## src/rtl/uart_rx_ctrl_fsm.sv

```systemverilog
// Receive-side sequencer for the UART RX path: tracks frame phase, strobes the
// start/data/parity/stop checkers and deserializer at mid-bit, and qualifies each frame.
module uart_rx_ctrl_fsm #(
  parameter int PRESC_W = 6,
  parameter int EDGE_W  = 5,
  parameter int BIT_W   = 4
) (
  input  logic               clk,
  input  logic               rst,
  input  logic               i_rx_in,
  input  logic               i_par_en,
  input  logic [PRESC_W-1:0] i_prescale,
  input  logic [EDGE_W-1:0]  i_edge_count,
  input  logic [BIT_W-1:0]   i_bit_count,
  input  logic               i_done_edge,
  input  logic               i_strt_glitch,
  input  logic               i_par_err,
  input  logic               i_stp_err,
  output logic               o_counter_enable,
  output logic               o_counter_par_en,
  output logic               o_samp_en,
  output logic               o_strt_chk_en,
  output logic               o_deser_en,
  output logic               o_par_chk_en,
  output logic               o_stp_chk_en,
  output logic               o_data_valid,
  output logic               o_par_error,
  output logic               o_stop_error
);

  localparam int CMP_W = (PRESC_W > EDGE_W) ? PRESC_W : EDGE_W;
  localparam logic [CMP_W-1:0] SP_OFFSET     = CMP_W'(2);
  localparam logic [BIT_W-1:0] LAST_DATA_BIT = BIT_W'(8);

  typedef enum logic [2:0] {
    S_IDLE   = 3'd0,
    S_START  = 3'd1,
    S_DATA   = 3'd2,
    S_PARITY = 3'd3,
    S_STOP   = 3'd4
  } state_t;

  state_t           r_state;
  state_t           w_state_nxt;
  logic             r_par_en_frm;
  logic             r_par_err_cap;
  logic             r_data_valid;
  logic             r_par_error;
  logic             r_stop_error;
  logic             w_latch_par;
  logic             w_cap_clr;
  logic             w_cap_set;
  logic             w_frame_end;
  logic [CMP_W-1:0] w_sp;
  logic [CMP_W-1:0] w_edge;
  logic             w_at_sp;

  // Sample point sits one cycle after the 3-tap majority sampler registers its vote.
  assign w_sp    = CMP_W'(i_prescale[PRESC_W-1:1]) + SP_OFFSET;
  assign w_edge  = CMP_W'(i_edge_count);
  assign w_at_sp = (w_edge == w_sp);

  // Next-state decode plus counter/sampler/checker strobes
  always_comb begin
    w_state_nxt      = r_state;
    w_latch_par      = 1'b0;
    w_cap_clr        = 1'b0;
    w_cap_set        = 1'b0;
    w_frame_end      = 1'b0;
    o_counter_enable = 1'b1;
    o_samp_en        = 1'b1;
    o_strt_chk_en    = 1'b0;
    o_deser_en       = 1'b0;
    o_par_chk_en     = 1'b0;
    o_stp_chk_en     = 1'b0;
    case (r_state)
      S_IDLE: begin
        o_counter_enable = ~i_rx_in;
        o_samp_en        = 1'b0;
        if (!i_rx_in) begin
          w_state_nxt = S_START;
          w_latch_par = 1'b1;
          w_cap_clr   = 1'b1;
        end else begin
          w_state_nxt = S_IDLE;
        end
      end
      S_START: begin
        o_strt_chk_en = w_at_sp;
        if (i_done_edge) begin
          w_state_nxt = i_strt_glitch ? S_IDLE : S_DATA;
        end else begin
          w_state_nxt = S_START;
        end
      end
      S_DATA: begin
        o_deser_en = w_at_sp;
        if (i_done_edge && (i_bit_count == LAST_DATA_BIT)) begin
          w_state_nxt = r_par_en_frm ? S_PARITY : S_STOP;
        end else begin
          w_state_nxt = S_DATA;
        end
      end
      S_PARITY: begin
        o_par_chk_en = w_at_sp;
        if (i_done_edge) begin
          w_state_nxt = S_STOP;
          w_cap_set   = 1'b1;
        end else begin
          w_state_nxt = S_PARITY;
        end
      end
      S_STOP: begin
        o_stp_chk_en = w_at_sp;
        if (i_done_edge) begin
          w_frame_end = 1'b1;
          // A line still low here is taken as the start bit of the next frame.
          if (!i_rx_in) begin
            w_state_nxt = S_START;
            w_latch_par = 1'b1;
            w_cap_clr   = 1'b1;
          end else begin
            w_state_nxt = S_IDLE;
          end
        end else begin
          w_state_nxt = S_STOP;
        end
      end
      default: begin
        w_state_nxt      = S_IDLE;
        o_counter_enable = 1'b0;
        o_samp_en        = 1'b0;
      end
    endcase
  end

  // State register
  always_ff @(posedge clk or negedge rst) begin
    if (!rst) begin
      r_state <= S_IDLE;
    end else begin
      r_state <= w_state_nxt;
    end
  end

  // Per-frame context: parity mode latched at start, parity result held until stop
  always_ff @(posedge clk or negedge rst) begin
    if (!rst) begin
      r_par_en_frm  <= 1'b0;
      r_par_err_cap <= 1'b0;
    end else begin
      if (w_latch_par) begin
        r_par_en_frm <= i_par_en;
      end
      if (w_cap_clr) begin
        r_par_err_cap <= 1'b0;
      end else if (w_cap_set) begin
        r_par_err_cap <= i_par_err;
      end
    end
  end

  // Frame verdict: one-cycle valid pulse and sticky error flags for the last frame
  always_ff @(posedge clk or negedge rst) begin
    if (!rst) begin
      r_data_valid <= 1'b0;
      r_par_error  <= 1'b0;
      r_stop_error <= 1'b0;
    end else if (w_frame_end) begin
      r_data_valid <= ~(r_par_err_cap | i_stp_err);
      r_par_error  <= r_par_err_cap;
      r_stop_error <= i_stp_err;
    end else begin
      r_data_valid <= 1'b0;
    end
  end

  assign o_counter_par_en = r_par_en_frm;
  assign o_data_valid     = r_data_valid;
  assign o_par_error      = r_par_error;
  assign o_stop_error     = r_stop_error;

endmodule
```

## config.mk

```make
export PLATFORM = sky130hd
export DESIGN_NAME = uart_rx_ctrl_fsm
export DESIGN_NICKNAME = d
export VERILOG_FILES = /design/src/rtl/uart_rx_ctrl_fsm.sv
export SDC_FILE = /design/constraint.sdc
export NUM_CORES = 1
export LEC_CHECK = 0
export ABC_CLOCK_PERIOD_IN_PS = 2360
export CORE_MARGIN = 2
export CORE_UTILIZATION = 39
export DETAILED_ROUTE_END_ITERATION = 12
export MAX_ROUTING_LAYER = met4
export PLACE_DENSITY = 0.92
export SYNTH_ARGS = -nofsm -noshare
export SYNTH_HDL_FRONTEND = slang
export SYNTH_SLANG_ARGS = --single-unit
```

## constraint.sdc

```tcl
create_clock -name clk -period 2.36 [get_ports clk]
set_input_delay 0.472 -clock clk [delete_from_list [all_inputs] [get_ports clk]]
set_output_delay 0.472 -clock clk [all_outputs]
set_load 0.02 [all_outputs]
```

==> results.json <==
{
  "run_status": "finished, final reports clean",
  "clock_path_buffers": 2,
  "synth.top_cell.area_share_pct": 34.7,
  "ys.flop_type": "dfrtp_1",
  "drive_gt1_share_pct": 34.7,
  "wl_um": 1970,
  "grt_max_degree": 9,
  "syn_nets": 81,
  "power_mw": 0.817,
  "finalNetCount": 121,
  "place.gp.congestion": 0.756,
  "areaGrowthSynthToFinish_pct": 89.2,
  "synthTopCellsByArea": "dfrtp_1 (35%), xnor2_1 (9.1%), mux2i_1 (5.2%), nor4_1 (4.3%), mux2_2 (3.9%)",
  "dp_hpwl_um": 1290,
  "cts_buffers": 3,
  "syn_area_per_cell_um2": 10.1,
  "cts-root-buf": "clkbuf_4",
  "p_per_area_nw_per_um2": 748,
  "num_io_pins": 33,
  "row_count": 13,
  "fillers": 70,
  "finalMaxSlewViolations": 0,
  "coreArea_um2": 1330,
  "rsz0062_at_grt": "false",
  "synth_edf_count": 0,
  "cts.sinks": 8,
  "cts_tree": "done",
  "synth_common_cells": "dfrtp_1 (8), nor2_1 (6), xnor2_1 (6), nand2_1 (4), nor4_1 (4)",
  "clkTransAtPathRegs_ns": 0.06,
  "hold_buffers": 0,
  "synthCells": 57,
  "first_pass_iters": 4,
  "arrival_ns": 1.82,
  "worstSetupPathType": "input port to output pin",
  "relSlewSlack_pct": 61.7,
  "netlist_area_um2": 577,
  "synth_seq_cells": 8,
  "worstPathRequired_ns": 1.89,
  "startpoint_type": "input port",
  "fin_skew_ns": 0.00436,
  "hold_violations": 0,
  "drc": 0,
  "ys_warn_count": 0,
  "clk_latency_ns": 0.26,
  "antenna_found_initial": 0,
  "rrSetupSlack_ns": 0.92,
  "ys_types": 27,
  "drtAntennaViolNets": 0,
  "synth_seq_area_share_pct": 34.7,
  "die_area_um2": 1800,
  "holdCritPathClass": "flip-flop to flip-flop",
  "finalSetupViolCount": 0,
  "fin_crit_ns": 2.29,
  "htree_num_levels": 1,
  "viasPerCell": 5.58,
  "synth_most_common_cell": "dfrtp_1",
  "vdd_ir_drop_max_v": 0.000529,
  "final_area_um2": 1090,
  "grt_pass1_vias": 589,
  "track_usage_pct": 21.7,
  "diodes": 0,
  "vias": 614,
  "io_buffers": 31,
  "worstMarginPinSlew_ns": 0.571,
  "worst-path-max-fanout": 4,
  "synth-async-reset-ratio_pct": 100,
  "grt_pass1_wl_um": 2800,
  "dieWidth_um": 42.5,
  "cp-end-kind": "output pin",
  "fin_crit_sh_pct": 97.1,
  "synth_largest_area_cell": "dfrtp_1",
  "start_util_pct": 43.2,
  "fmax_mhz": 436,
  "wl_per_cell_um": 17.9,
  "grt.overflow.total": 0,
  "first_iter_violations": 7,
  "placed_area_um2": 926,
  "p_leak_nw": 0.506,
  "die_h_um": 42.5,
  "cap_violations": 0
}
layout by cell type (no fill, tap or decap), types with 3 or more instances in the layout:
| master | Yosys | final |
|---|---|---|
| nand2_1 | 4 | 4 |
| nor4_4 | 1 | 4 |
| dfrtp_1 | 8 | 8 |
| clkbuf_4 | 0 | 3 |
| clkdlybuf4s50_1 | 0 | 18 |
| buf_4 | 0 | 9 |
| dlymetal6s2s_1 | 0 | 7 |
| mux2i_1 | 3 | 3 |
| nor2_1 | 6 | 6 |
| xnor2_2 | 0 | 3 |
through the flow:
| step | hold WS [ns] | TNS (ns) | utilization [%] | instances | setup WS (ns) |
|---|---|---|---|---|---|
| after floorplan | 0.176 | 0 | - | 57 | 0.0671 |
| after global placement | 0.445 | -1.93 | 69.4 | 105 | -0.543 |
| after detailed placement | 0.453 | -2.40 | 69.4 | 105 | -0.643 |
| after CTS | 0.461 | 0 | 73.1 | 110 | 0.00317 |
| after global routing | 0.502 | 0 | 81.8 | 110 | 0.00872 |
| final | 0.473 | 0 | 81.8 | 110 | 0.0673 |
flip-flops by register name (all words and copies together) (netlist names):
signal            cells
r_par_err_cap         1
o_data_valid          1
r_state               3
o_counter_par_en      1
o_par_error           1
o_stop_error          1
cell type report:
type | instances | area (um^2) | share of cell area [%]
well taps | 15 | 18.8 | 1.72
repair buffers | 37 | 357 | 32.7
multi-input cells | 47 | 493 | 45.2
flip-flops and latches | 8 | 200 | 18.3
clock buffers | 3 | 22.5 | 2.06
power breakdown:
group	leakage, nW	total (mW)	internal (mW)	switching [mW]
Clock	0.0138	0.108	0.0584	0.0495
Sequential	0.105	0.239	0.181	0.0577
Combinational	0.387	0.470	0.237	0.233
cells by family after synthesis:
family / synth area share, %
fa+ha+maj: 2.17
mux: 11.1
xor+xnor: 12.1
flops: 34.7
buf+inv: 1.74
simple gates: 32.8
compound gates: 5.42
metal layers:
metal | GRT usage [%] | share of wire (%) | vias to the layer above
met5 | - | 0 | -
met2 | 32.3 | 51 | 24
met4 | 9.38 | 2.1 | 0
li1 | - | - | 283
met1 | 28.0 | 42 | 301
met3 | 5.17 | 4.8 | 6
path summary, 6_finish.rpt:
check / from / endpoint / cells after the start
worst min-delay path: r_par_err_cap / o_data_valid / 1
worst max register to register: r_state[2] / o_counter_par_en / 4
min in group asynchronous: rst / r_par_err_cap / 1
max in group asynchronous: rst / r_state[1] / 1
worst max-delay path: i_edge_count[3] / o_strt_chk_en / 5
worst min register to register: r_par_err_cap / o_data_valid / 1
worst max-delay path, stage by stage:
cell             delay, ns
clkdlybuf4s50_1       0.44
xnor2_2               0.16
xnor2_2               0.47
nor4b_4               0.10
buf_4                 0.18
what timing repair did:
| item | CTS | global route |
|---|---|---|
| endpoints found under the setup margin | 4 | 4 |
| resized for setup | 30 | 25 |
| pin swaps | 5 | 7 |
| buffers inserted | 2 | 0 |
No activity file was read; power rests on OpenSTA's default activity.
==> patch (config.mk and constraints unchanged) <==
Set the parameter `PRESC_W` to 12 (it was 6).
--- a/src/rtl/uart_rx_ctrl_fsm.sv
+++ b/src/rtl/uart_rx_ctrl_fsm.sv
@@ -1,7 +1,7 @@
 // Receive-side sequencer for the UART RX path: tracks frame phase, strobes the
 // start/data/parity/stop checkers and deserializer at mid-bit, and qualifies each frame.
 module uart_rx_ctrl_fsm #(
-  parameter int PRESC_W = 6,
+  parameter int PRESC_W = 12,
   parameter int EDGE_W  = 5,
   parameter int BIT_W   = 4
 ) (
Ports: changed (resized i_prescale); port bits go from 33 to 39. The function was not compared with the original's and may differ.
==> patch against the unedited design <==
The run now ends with negative setup slack left. Largest power group unchanged. Design area rose by 14%. Total power barely moved. Core utilization fell by 1.7 points. Wire length rose by 6.0%. Global-route usage rose by 0.90 points. Count of clock-buffer cells in the layout did not move. Sequential cell count did not move. Sequential power rose by 5%. First-iteration DRC count rose to 3.3 times the old value. Worst setup slack got worse by 84 ps. Critical path type unchanged. Synthesized area rose by 15%. Non-clock buffer count rose by 11.
==> patch: results (changes against the unedited design) <==
Run status
  • Status: finished with violations (was complete, no violations)
  • Failing checks: negative setup slack

GRT
  • Total Routing Usage GR: 0.226 (was 0.217)
  • First-pass GRT wire length: 3190 um (was 2800 um)
  • Number of global-route vias before repair: 735 (was 589)
  • Largest net degree at the start of global routing: 9 (unchanged)
  • Initial antenna violation count: 0 (unchanged)

Final layout
  • Biggest register: r_state (unchanged)
  • Post-layout util: 0.801 (was 0.818)
  • # diodes: 0 (unchanged)
  • Max reg flops: 3 (unchanged)
  • Non-filler cells in the finished layout: 132 (was 110)
  • Share of layout cells above drive strength 1: 0.328 (was 0.347)
  • Nets: 148 (was 121)
  • # fillers: 97 (was 70)

Place
  • Area after DPL: 1110 um2 (was 926 um2)
  • I/O Buffers: 37 (was 31)
  • Worst slack, placed: -882 ps (was -643 ps)
  • Hpwl dp: 1420 um (was 1290 um)
  • GPL Wtd Cong: 0.795 (was 0.756)

Synthesis
  • Top FF cell, synth: dfrtp_1 (unchanged)
  • Fraction of registers with async set/reset: 1.00 (unchanged)
  • Cell variety after synth: 31 (was 27)
  • Seq/Total Area, Yosys: 0.301 (was 0.347)
  • Synth area leaders: dfrtp_1 30%, mux2_1 6.8%, mux2i_1 4.5% (was dfrtp_1 35%, xnor2_1 9.1%, mux2i_1 5.2%)
  • Synth Warn #: 0 (unchanged)
  • Synth top cells by count: 8 x dfrtp_1, 5 x nand3_1, 5 x nor2_1 (was 8 x dfrtp_1, 6 x nor2_1, 6 x xnor2_1, 4 x nand2_1, 4 x nor4_1)
  • Synth Net Count: 98 (was 81)
  • Synth Area per Inst: 9.79 um2 (was 10.1 um2)

Detailed routing
  • Initial DRC count: 23 (was 7)
  • Via density: 5.61 (was 5.58)
  • Routed WL per cell: 15.8 um (was 17.9 um)
  • Pre-antenna DRT Iters: 4 (unchanged)

Timing
  • Normalized max-slew margin: 0.660 (was 0.617)
  • Setup Skew: 2.53 ps (was 4.36 ps)
  • Setup ws final: -17.2 ps (was 67.3 ps)
  • Setup TNS: -17.2 ps (was 0 ps)
  • Finish-stage setup viols: 1 (was 0)

Clocking
  • Clk_lat worst skew: 250 ps
  • Clk buf depth: 2 (unchanged)
  • Clock Pin Slew Worst Setup and Hold Paths: 50 ps
  • Max H-tree Level: 1 (unchanged)
  • Root Buffer Master: clkbuf_4 (unchanged)
  • Num CTS Buffers: 3 (unchanged)

Power and ir drop
  • Worst vdd ir: 0.290 mV (was 0.529 mV)
  • Static leakage: 0.527 nW (was 0.506 nW)

Worst hold path
  • Hold Crit Class: register to register (unchanged)

Setup path
  • WP data arrival: 1910 ps (was 1820 ps)
  • CP max FO: 3 (was 4)
==> patch: cell types whose count changed in the layout (fill, tap and decap cells not counted), moves of 3 or more <==
cell	unedited run	this run
clkdlybuf4s50_1	18	24
dlymetal6s2s_1	7	2
buf_4	9	13
dlygate4sd2_1	0	3
mux2_1	1	4
nand3_1	2	5
nor2b_1	1	4
nor3_2	0	3
xnor2_2	3	0
==> patch: power breakdown <==
group / internal [mW] / total, mW / switching, mW
combinational: 0.244 / 0.461 / 0.217
clock: 0.0581 / 0.103 / 0.0447
sequential: 0.181 / 0.252 / 0.0713
total: 0.483 / 0.816 / 0.333
==> patch: logic make-up after synthesis <==
logic type | Yosys count | synth area share
compound gates | 7 | 0.130
xor+xnor | 6 | 0.102
fa+ha+maj | 1 | 0.0188
buf+inv | 5 | 0.0338
flops | 8 | 0.301
mux | 7 | 0.113
simple gates | 34 | 0.303
==> patch: worst paths after layout <==
kind / startpoint / end / slack [ps] / depth (start not counted)
hold reg to reg: r_par_err_cap / o_data_valid / 470 / 1
max in group asynchronous: rst / o_par_error / 1610 / 1
setup / recovery: i_prescale[10] / o_par_chk_en / -20 / 6
setup reg to reg: r_state[0] / o_counter_par_en / 770 / 3
hold / removal: r_par_err_cap / o_data_valid / 470 / 1
min in group asynchronous: rst / r_state[1] / 490 / 1
==> patch: layout make-up <==
class / instances / share of cell area
clock buffers: 3 / 0.0180
inverters: 2 / 0.00601
multi-input cells: 55 / 0.438
flip-flops and latches: 8 / 0.160
well taps: 16 / 0.0160
repair buffers: 48 / 0.362
==> patch: worst max-delay path, cell delays in order <==
cell	delay, ps
clkdlybuf4s50_1	440
nor4_4	310
nand4_4	180
buf_6	170
nor3_2	170
buf_4	160
==> patch: routing by layer <==
layer / share of wire / up-vias / wire (um) / global-route usage
met5: 0 / - / 0 / -
met4: 0.021 / 0 / 44 / 0.0706
met3: 0.062 / 4 / 129 / 0.0520
met2: 0.53 / 38 / 1110 / 0.423
met1: 0.38 / 350 / 801 / 0.229
li1: - / 349 / - / -
==> patch: what timing repair did <==
item,in CTS,in global routing
hold endpoints to repair,0,0
endpoints found under the setup margin,4,4
pin swaps,6,4
buffers inserted,2,0
gates resized for setup,48,19
